--- src/rtl/operand_entry.sv ---
// operand_entry: turns the nibble switches, the active-low `next` button and
// the `level` switch into a 16-bit operand offered on a valid/ready port.
// Optional 7-seg echo of the last nibble: define OPERAND_ENTRY_ECHO_EN.
module operand_entry #(
    parameter int DEBOUNCE_CYCLES = 4,
    parameter int NIBBLES         = 4
) (
    input  logic                   clk,
    input  logic                   clear,
    input  logic                   next,
    input  logic [3:0]             Din,
    input  logic                   level,
    output logic [4*NIBBLES-1:0]   op_word,
    output logic                   op_sel,
    output logic                   op_valid,
    input  logic                   op_ready,
    output logic                   done,
    output logic [NIBBLES-1:0]     EDL,
    output logic                   busy,
    output logic [7:0]             seg_echo
);
    localparam int W  = 4 * NIBBLES;
    localparam int CW = $clog2(DEBOUNCE_CYCLES + 1);
    localparam int NW = $clog2(NIBBLES + 1);

    typedef enum logic [1:0] {S_IDLE, S_COLLECT, S_HOLD} state_t;

    logic [1:0]    r_sync;
    logic          r_deb;
    logic          r_deb_d;
    logic [CW-1:0] r_db_cnt;
    logic          r_press;
    state_t        r_state;
    state_t        w_state_nxt;
    logic [NW-1:0] r_cnt;
    logic [W-1:0]  r_word;
    logic          r_sel;
    logic          r_done;
    logic          w_hs;

    // Synchronize the raw button, debounce it, and emit a one-cycle press on
    // each debounced falling edge (r_deb_d delays the edge by one register).
    always_ff @(posedge clk) begin
        if (clear) begin
            r_sync   <= 2'b11;
            r_deb    <= 1'b1;
            r_deb_d  <= 1'b1;
            r_db_cnt <= '0;
            r_press  <= 1'b0;
        end else begin
            r_sync  <= {r_sync[0], next};
            r_deb_d <= r_deb;
            r_press <= r_deb_d & ~r_deb;
            if (r_sync[1] == r_deb) begin
                r_db_cnt <= '0;
            end else if (r_db_cnt == CW'(DEBOUNCE_CYCLES - 1)) begin
                r_deb    <= r_sync[1];
                r_db_cnt <= '0;
            end else begin
                r_db_cnt <= r_db_cnt + 1'b1;
            end
        end
    end

    assign w_hs = op_valid & op_ready;

    // State register.
    always_ff @(posedge clk) begin
        if (clear) r_state <= S_IDLE;
        else       r_state <= w_state_nxt;
    end

    // Next-state logic; presses in HOLD are ignored, not queued.
    always_comb begin
        w_state_nxt = r_state;
        case (r_state)
            S_IDLE:    if (r_press) w_state_nxt = (NIBBLES == 1) ? S_HOLD : S_COLLECT;
            S_COLLECT: if (r_press && r_cnt == NW'(NIBBLES - 1)) w_state_nxt = S_HOLD;
            S_HOLD:    if (w_hs) w_state_nxt = S_IDLE;
            default:   w_state_nxt = S_IDLE;
        endcase
    end

    // Operand assembly: shift nibbles in MSB-first; word survives the handshake.
    always_ff @(posedge clk) begin
        if (clear) begin
            r_word <= '0;
            r_sel  <= 1'b0;
            r_cnt  <= '0;
            r_done <= 1'b0;
        end else begin
            r_done <= w_hs;
            case (r_state)
                S_IDLE: if (r_press) begin
                    r_word <= W'(Din);
                    r_sel  <= level;
                    r_cnt  <= NW'(1);
                end
                S_COLLECT: if (r_press) begin
                    r_word <= (r_word << 4) | W'(Din);
                    r_cnt  <= r_cnt + 1'b1;
                end
                S_HOLD: if (w_hs) r_cnt <= '0;
                default: r_cnt <= '0;
            endcase
        end
    end

    // Outputs decoded from state and nibble count.
    always_comb begin
        op_valid = (r_state == S_HOLD);
        busy     = (r_state != S_IDLE);
        case (r_state)
            S_IDLE:    EDL = NIBBLES'(1);
            S_COLLECT: EDL = NIBBLES'(1) << r_cnt;
            default:   EDL = '0;
        endcase
    end

    assign op_word = r_word;
    assign op_sel  = r_sel;
    assign done    = r_done;

`ifdef OPERAND_ENTRY_ECHO_EN
    logic       r_echo_vld;
    logic [3:0] r_echo_nib;
    logic [6:0] w_seg7;

    // Remember the last nibble actually accepted (not those dropped in HOLD).
    always_ff @(posedge clk) begin
        if (clear) begin
            r_echo_vld <= 1'b0;
            r_echo_nib <= 4'h0;
        end else if (r_press && r_state != S_HOLD) begin
            r_echo_vld <= 1'b1;
            r_echo_nib <= Din;
        end
    end

    // Hex to active-low {g,f,e,d,c,b,a}.
    always_comb begin
        case (r_echo_nib)
            4'h0: w_seg7 = 7'h40;  4'h1: w_seg7 = 7'h79;
            4'h2: w_seg7 = 7'h24;  4'h3: w_seg7 = 7'h30;
            4'h4: w_seg7 = 7'h19;  4'h5: w_seg7 = 7'h12;
            4'h6: w_seg7 = 7'h02;  4'h7: w_seg7 = 7'h78;
            4'h8: w_seg7 = 7'h00;  4'h9: w_seg7 = 7'h10;
            4'hA: w_seg7 = 7'h08;  4'hB: w_seg7 = 7'h03;
            4'hC: w_seg7 = 7'h46;  4'hD: w_seg7 = 7'h21;
            4'hE: w_seg7 = 7'h06;  default: w_seg7 = 7'h0E;
        endcase
    end

    // dp lights while the operand is on offer.
    assign seg_echo = r_echo_vld ? {~op_valid, w_seg7} : 8'hFF;
`else
    assign seg_echo = 8'hFF;
`endif

endmodule
--- config.mk ---
export PLATFORM = sky130hd
export DESIGN_NAME = operand_entry
export DESIGN_NICKNAME = d
export VERILOG_FILES = /design/src/rtl/operand_entry.sv
export SDC_FILE = /design/constraint.sdc
export NUM_CORES = 1
export LEC_CHECK = 0
export CAP_MARGIN = 30
export CORE_UTILIZATION = 49
export CTS_CLUSTER_SIZE = 8
export DETAILED_ROUTE_END_ITERATION = 16
export GPL_ROUTABILITY_DRIVEN = 0
export PLACE_DENSITY_LB_ADDON = 0.15
export REMOVE_ABC_BUFFERS = 1
export SYNTH_ARGS = -nofsm -noshare
export SYNTH_HDL_FRONTEND = slang
export SYNTH_SLANG_ARGS = --single-unit
--- constraint.sdc ---
create_clock -name clk -period 2.2 [get_ports clk]
set_input_delay 0.55 -clock clk [delete_from_list [all_inputs] [get_ports clk]]
set_output_delay 0.55 -clock clk [all_outputs]
set_load 0.1 [all_outputs]
== Word level (Yosys, flattened, before mapping) ==
Index checks and enable logic that the tools add are counted.

* Register bits: 31
* Latch bits: 0
* Bits in writable memories: 0
* Memory bits (read-only): 0
* Input port bits: 9
* Output and inout port bits: 32
* Word-level logic and storage cells: 49
* Memories: 0

* Add/subtract/negate cells: 2
* Multiply operators: 0
* Divide/modulo/power cells: 0
* Order comparisons: 0
* Equality and inequality tests: 9
* Shift-type cells: 1
* Mux-type cells: 12
* Bitwise logic cells: 5
* Reduce and logical (&&, ||, !) cells: 10

{| class="wikitable"
|+ Operators by type and width
! kind !! count
|-
| 2-to-1 mux 16 bit || 2
|-
| case mux 16 bit (2 select lines) || 1
|-
| bitwise OR 16 x 4 -> 16 bit || 1
|-
| 2-to-1 mux 3 bit || 3
|-
| case mux 3 bit (3 select lines) || 1
|-
| AND reduction 3 bit || 3
|-
| case mux 4 bit (2 select lines) || 1
|-
| adder 3 x 1 -> 3 bit, second input constant || 2
|-
| equality test 3 x 2 -> 1 bit, second input constant || 2
|-
| 2-to-1 mux 2 bit || 3
|-
| inequality test 2 bit, second input constant || 3
|-
| case mux 2 bit (3 select lines) || 1
|-
| AND reduction 2 bit || 2
|-
| nonzero test 2 bit || 2
|-
| left shift 1 x 3 -> 4 bit, first input constant || 1
|-
| OR reduction 3 bit || 1
|-
| AND 1 bit || 2
|-
| equality test 2 x 1 -> 1 bit, second input constant || 1
|-
| equality test 2 bit, second input constant || 1
|-
| logical NOT 2 bit || 1
|-
| inequality test 2 x 1 -> 1 bit, second input constant || 1
|-
| NOT 1 bit || 2
|-
| equality test 1 bit || 1
|-
| logical AND 1 bit || 1
|}

== Depth between registers and ports, before layout ==
* Word-level depth: 4
* Mapped depth: 5
* Mapped depth without buffers: 5

== Worst setup path after synthesis ==
OpenSTA, ideal clock, no wires.

* Path type: register -> output
* Start point: register r_state[0]
* End point: output port EDL[1]
* Arrival time: 3.485 ns
* Path slack: -1.835 ns
* Cell stages (with the launch flop): 4
* Buffers on the path: 2
* Cell sequence: dfxtp_1 -> buf_2 -> buf_2 -> nor4bb_1

* Cells in the longest elaborated chain, start to end: 2

{| class="wikitable"
|+ Ends and longest elaborated chain
! element !! line !! text
|-
| from (decl) || 33 || <nowiki>state_t r_state;</nowiki>
|-
| from (signal assigned) || 70 || <nowiki>else r_state <= w_state_nxt;</nowiki>
|-
| equality test 2 x 1 -> 1 bit or logical NOT 2 bit (tied branches) || 113 || <nowiki>case (r_state)</nowiki>
|-
| case mux 4 bit (2 select lines) * || 113 ||
|-
| to (decl) || 18 || <nowiki>output logic [NIBBLES-1:0] EDL,</nowiki>
|}

Mark *: on every way between the ends. The rest lies on a longest branch, timed or not.

== Worst setup path in the final report ==
* Start point: register r_cnt[0]
* End point: output port EDL[2]

* Cells in the longest elaborated chain, start to end: 2

{| class="wikitable"
|+ Ends and longest elaborated chain
! element !! line !! text
|-
| from (decl) || 35 || <nowiki>logic [NW-1:0] r_cnt;</nowiki>
|-
| from (signal assigned) || 101 || <nowiki>r_cnt <= r_cnt + 1'b1;</nowiki>
|-
| left shift 1 x 3 -> 4 bit || 115 || <nowiki>S_COLLECT: EDL = NIBBLES'(1) << r_cnt;</nowiki>
|-
| case mux 4 bit (2 select lines) || 113 ||
|}

No other way between the ends.

==> results.json <==
{
  "outcome": "completed",
  "cp-endpoint": "EDL[2]",
  "ys_seq_elements": 31,
  "min_period_ps": 2092,
  "crit_type": "register to output pin",
  "finalNetCount": 200,
  "avgViaCountPerCell": 5.228,
  "postCtsSetupBuffers": 0,
  "p_int_mw": 0.8477,
  "seq_area_frac_synth": 0.4517,
  "vdd_drop_max_mv": 0.8430,
  "rr_endpoint": "r_cnt[0]",
  "ios": 41,
  "startpoint_type": "register",
  "synth_cell_type_count": 29,
  "clockRootBuffer": "clkbuf_4",
  "synth_area_per_cell_um2": 8.921,
  "grt_overflow": 0,
  "finClkSkew_ps": 16.48,
  "reg2reg_from": "r_state[1]",
  "cts_max_level": 2,
  "clk_latency_ps": 340,
  "drv_cap": 0,
  "startpoint": "r_cnt[0]",
  "cts_max_path_buffers": 2,
  "holdPathStages": 2,
  "final_area_mm2": 0.001769,
  "die_h_um": 54.95,
  "fmax_mhz": 478.0,
  "cts_tree": "done",
  "clkPwrFrac": 0.416,
  "wl_per_cell_um": 12.71,
  "crit_fanout": 4,
  "swShare": 0.2416,
  "synth_cells": 154,
  "die_w_um": 54.95,
  "area_delta_synth_final_pct": 28.78,
  "cts_num_sinks": 31,
  "grt_max_degree": 19,
  "rsz0062_at_grt": "false",
  "final-hold-violation-count": 0,
  "leakage_nw": 0.7115,
  "cp.arrival_ps": 1540,
  "drv_slew": 0,
  "power_frac_seq": 0.505,
  "crit_required_ps": 1650,
  "antenna_found_initial": 0,
  "rows": 18,
  "grt_pass1_wl_mm": 4.278,
  "setup_violations": 0,
  "worst_pin_slew_ps": 684.1,
  "rr_worst_depth": 3,
  "first_pass_iters": 4,
  "switchingPower_mw": 0.2700,
  "drtIter0Drc": 8,
  "antenna_cells": 0,
  "rrSetupSlack_ps": 530,
  "placed_area_mm2": 0.001669,
  "vias": 1124,
  "final_util": 0.6891,
  "grt_pass1_vias": 1034,
  "drive_above_1_share": 0.2811,
  "wl_mm": 2.732,
  "dpl.hpwl_mm": 1.917,
  "numCtsBuffers": 5,
  "fp.coreArea_mm2": 0.002567,
  "min_period_over_period": 0.9509,
  "gr-usage-all-layers": 0.2093,
  "maxSlewHeadroom": 0.5440,
  "endpoint_kind": "output pin",
  "route.detailed.drc": 0,
  "dieArea_mm2": 0.003020,
  "synth-warning-count": 0,
  "clk_pin_slew_worst_paths_ps": 110,
  "hp-class": "register to register",
  "power.density_mw_per_mm2": 631.7,
  "combinationalPowerShare": 0.079,
  "ant_nets": 0,
  "start_util": 0.5351,
  "portBuffers": 32,
  "synth_area_mm2": 0.001374
}
-- worst max-delay path, stage by stage (launching register included) --
cell      delay, ps
dfxtp_1         340
inv_1           130
ha_1            150
nor4bb_2        370
buf_12          220
-- routing by layer --
| layer | GRT usage | vias up | part of all wire |
|---|---|---|---|
| met2 | 0.3795 | 36 | 0.53 |
| met4 | 0.1375 | 0 | 0.023 |
| met3 | 0.07104 | 8 | 0.062 |
| li1 | - | 558 | - |
| met1 | 0.1977 | 522 | 0.38 |
| met5 | 0 | - | 0 |
-- cell usage after synthesis --
library cell  instances  share of area
nor4bb_1              2          0.015
buf_4                 9          0.049
and3b_1               2          0.013
nand3b_1              1         0.0055
conb_1                1         0.0027
nor2b_1               2         0.0091
ha_1                  7          0.064
buf_2                 5          0.018
or3_1                 1         0.0046
dfxtp_1              31           0.45
inv_1                 7          0.019
nand3_2               5          0.036
clkbuf_1              3         0.0082
xnor2_1               1         0.0064
nand4b_1              1         0.0064
and2b_1               1         0.0055
a21oi_1              18          0.066
o21ai_0               2         0.0073
a31oi_1               1         0.0046
nand2b_1              1         0.0046
nor2_1                7          0.019
a21oi_2               5          0.032
a32oi_1               2          0.013
nand3_1               9          0.033
or2_2                 4          0.018
a211o_1               1         0.0064
o31a_1                1         0.0064
buf_6                 2          0.016
nand2_1              22          0.060
-- metrics by stage --
step	setup TNS, ps	setup WS, ps	power (mW)	std cells	hold slack (ps)
final	0	108.0	1.118	215	408.1
after global routing	0	15.65	1.159	215	439.0
after CTS	0	86.08	1.127	215	416.0
after detailed placement	0	351.9	0.6655	207	403.3
after global placement	0	405.7	0.6650	207	399.8
after floorplan	-4890	-2017	0.6405	142	389.5
-- sequential cells by signal (all words and copies together) (netlist names) --
| register | count |
|---|---|
| op_word | 16 |
| r_cnt | 3 |
| r_db_cnt | 3 |
| r_state | 2 |
| r_sync | 2 |
| done | 1 |
| op_sel | 1 |
| r_deb | 1 |
| r_deb_d | 1 |
| r_press | 1 |
-- final cells by class --
type / instances / area [µm²]
fill: 218 / 798.3
multi-input combinational: 104 / 639.4
sequential: 31 / 621.8
timing repair buffer: 35 / 357.8
clock buffer: 6 / 51.30
tap: 30 / 37.54
clock inverter: 2 / 35.03
inverter: 7 / 26.28
-- power groups by stage --
stage | Combinational, mW | Sequential [mW] | Clock (mW)
global placement | 0.0880 | 0.577 | 0
CTS | 0.0885 | 0.564 | 0.474
finish | 0.0885 | 0.564 | 0.465
global route | 0.0930 | 0.564 | 0.501
detailed placement | 0.0884 | 0.577 | 0
floorplan | 0.0636 | 0.577 | 0
-- kinds of logic (layout without fill, tap and decap cells) --
| group | after synthesis | after routing | synth area share |
|---|---|---|---|
| fa+ha+maj | 7 | 7 | 0.06375 |
| other cells | 1 | 8 | 0.002730 |
| buf+inv | 26 | 50 | 0.1111 |
| simple gates | 58 | 58 | 0.2295 |
| flops | 31 | 31 | 0.4517 |
| xor+xnor | 1 | 1 | 0.006376 |
| compound gates | 30 | 30 | 0.1348 |
-- worst min-delay path by stage --
stage | startpoint | end | slack (ps)
after CTS | r_deb_d | r_press | 420
after floorplan | r_sync[0] | r_sync[1] | 390
after detailed placement | r_sync[0] | r_sync[1] | 400
after global placement | r_sync[0] | r_sync[1] | 400
after global routing | r_deb_d | r_press | 440
final | r_deb_d | r_press | 410
-- placed cells by master, fill, tap and decap left out, drive strengths merged, types with 2 or more instances in the layout --
| master | count |
|---|---|
| a21oi | 23 |
| a32oi | 2 |
| and3b | 2 |
| buf | 27 |
| clkbuf | 6 |
| clkdlybuf4s50 | 8 |
| conb | 8 |
| dfxtp | 31 |
| ha | 7 |
| inv | 7 |
| nand2 | 22 |
| nand3 | 14 |
| nor2 | 7 |
| nor2b | 2 |
| nor4bb | 2 |
| o21ai | 2 |
| or2 | 4 |
-- timing repair --
item,4_1_cts,5_1_grt
hold buffers,0,0
pin swaps,0,0
cloned,0,0
gates resized for setup,2,1
setup endpoints to repair,2,1
No activity file was read; power rests on OpenSTA's default activity.
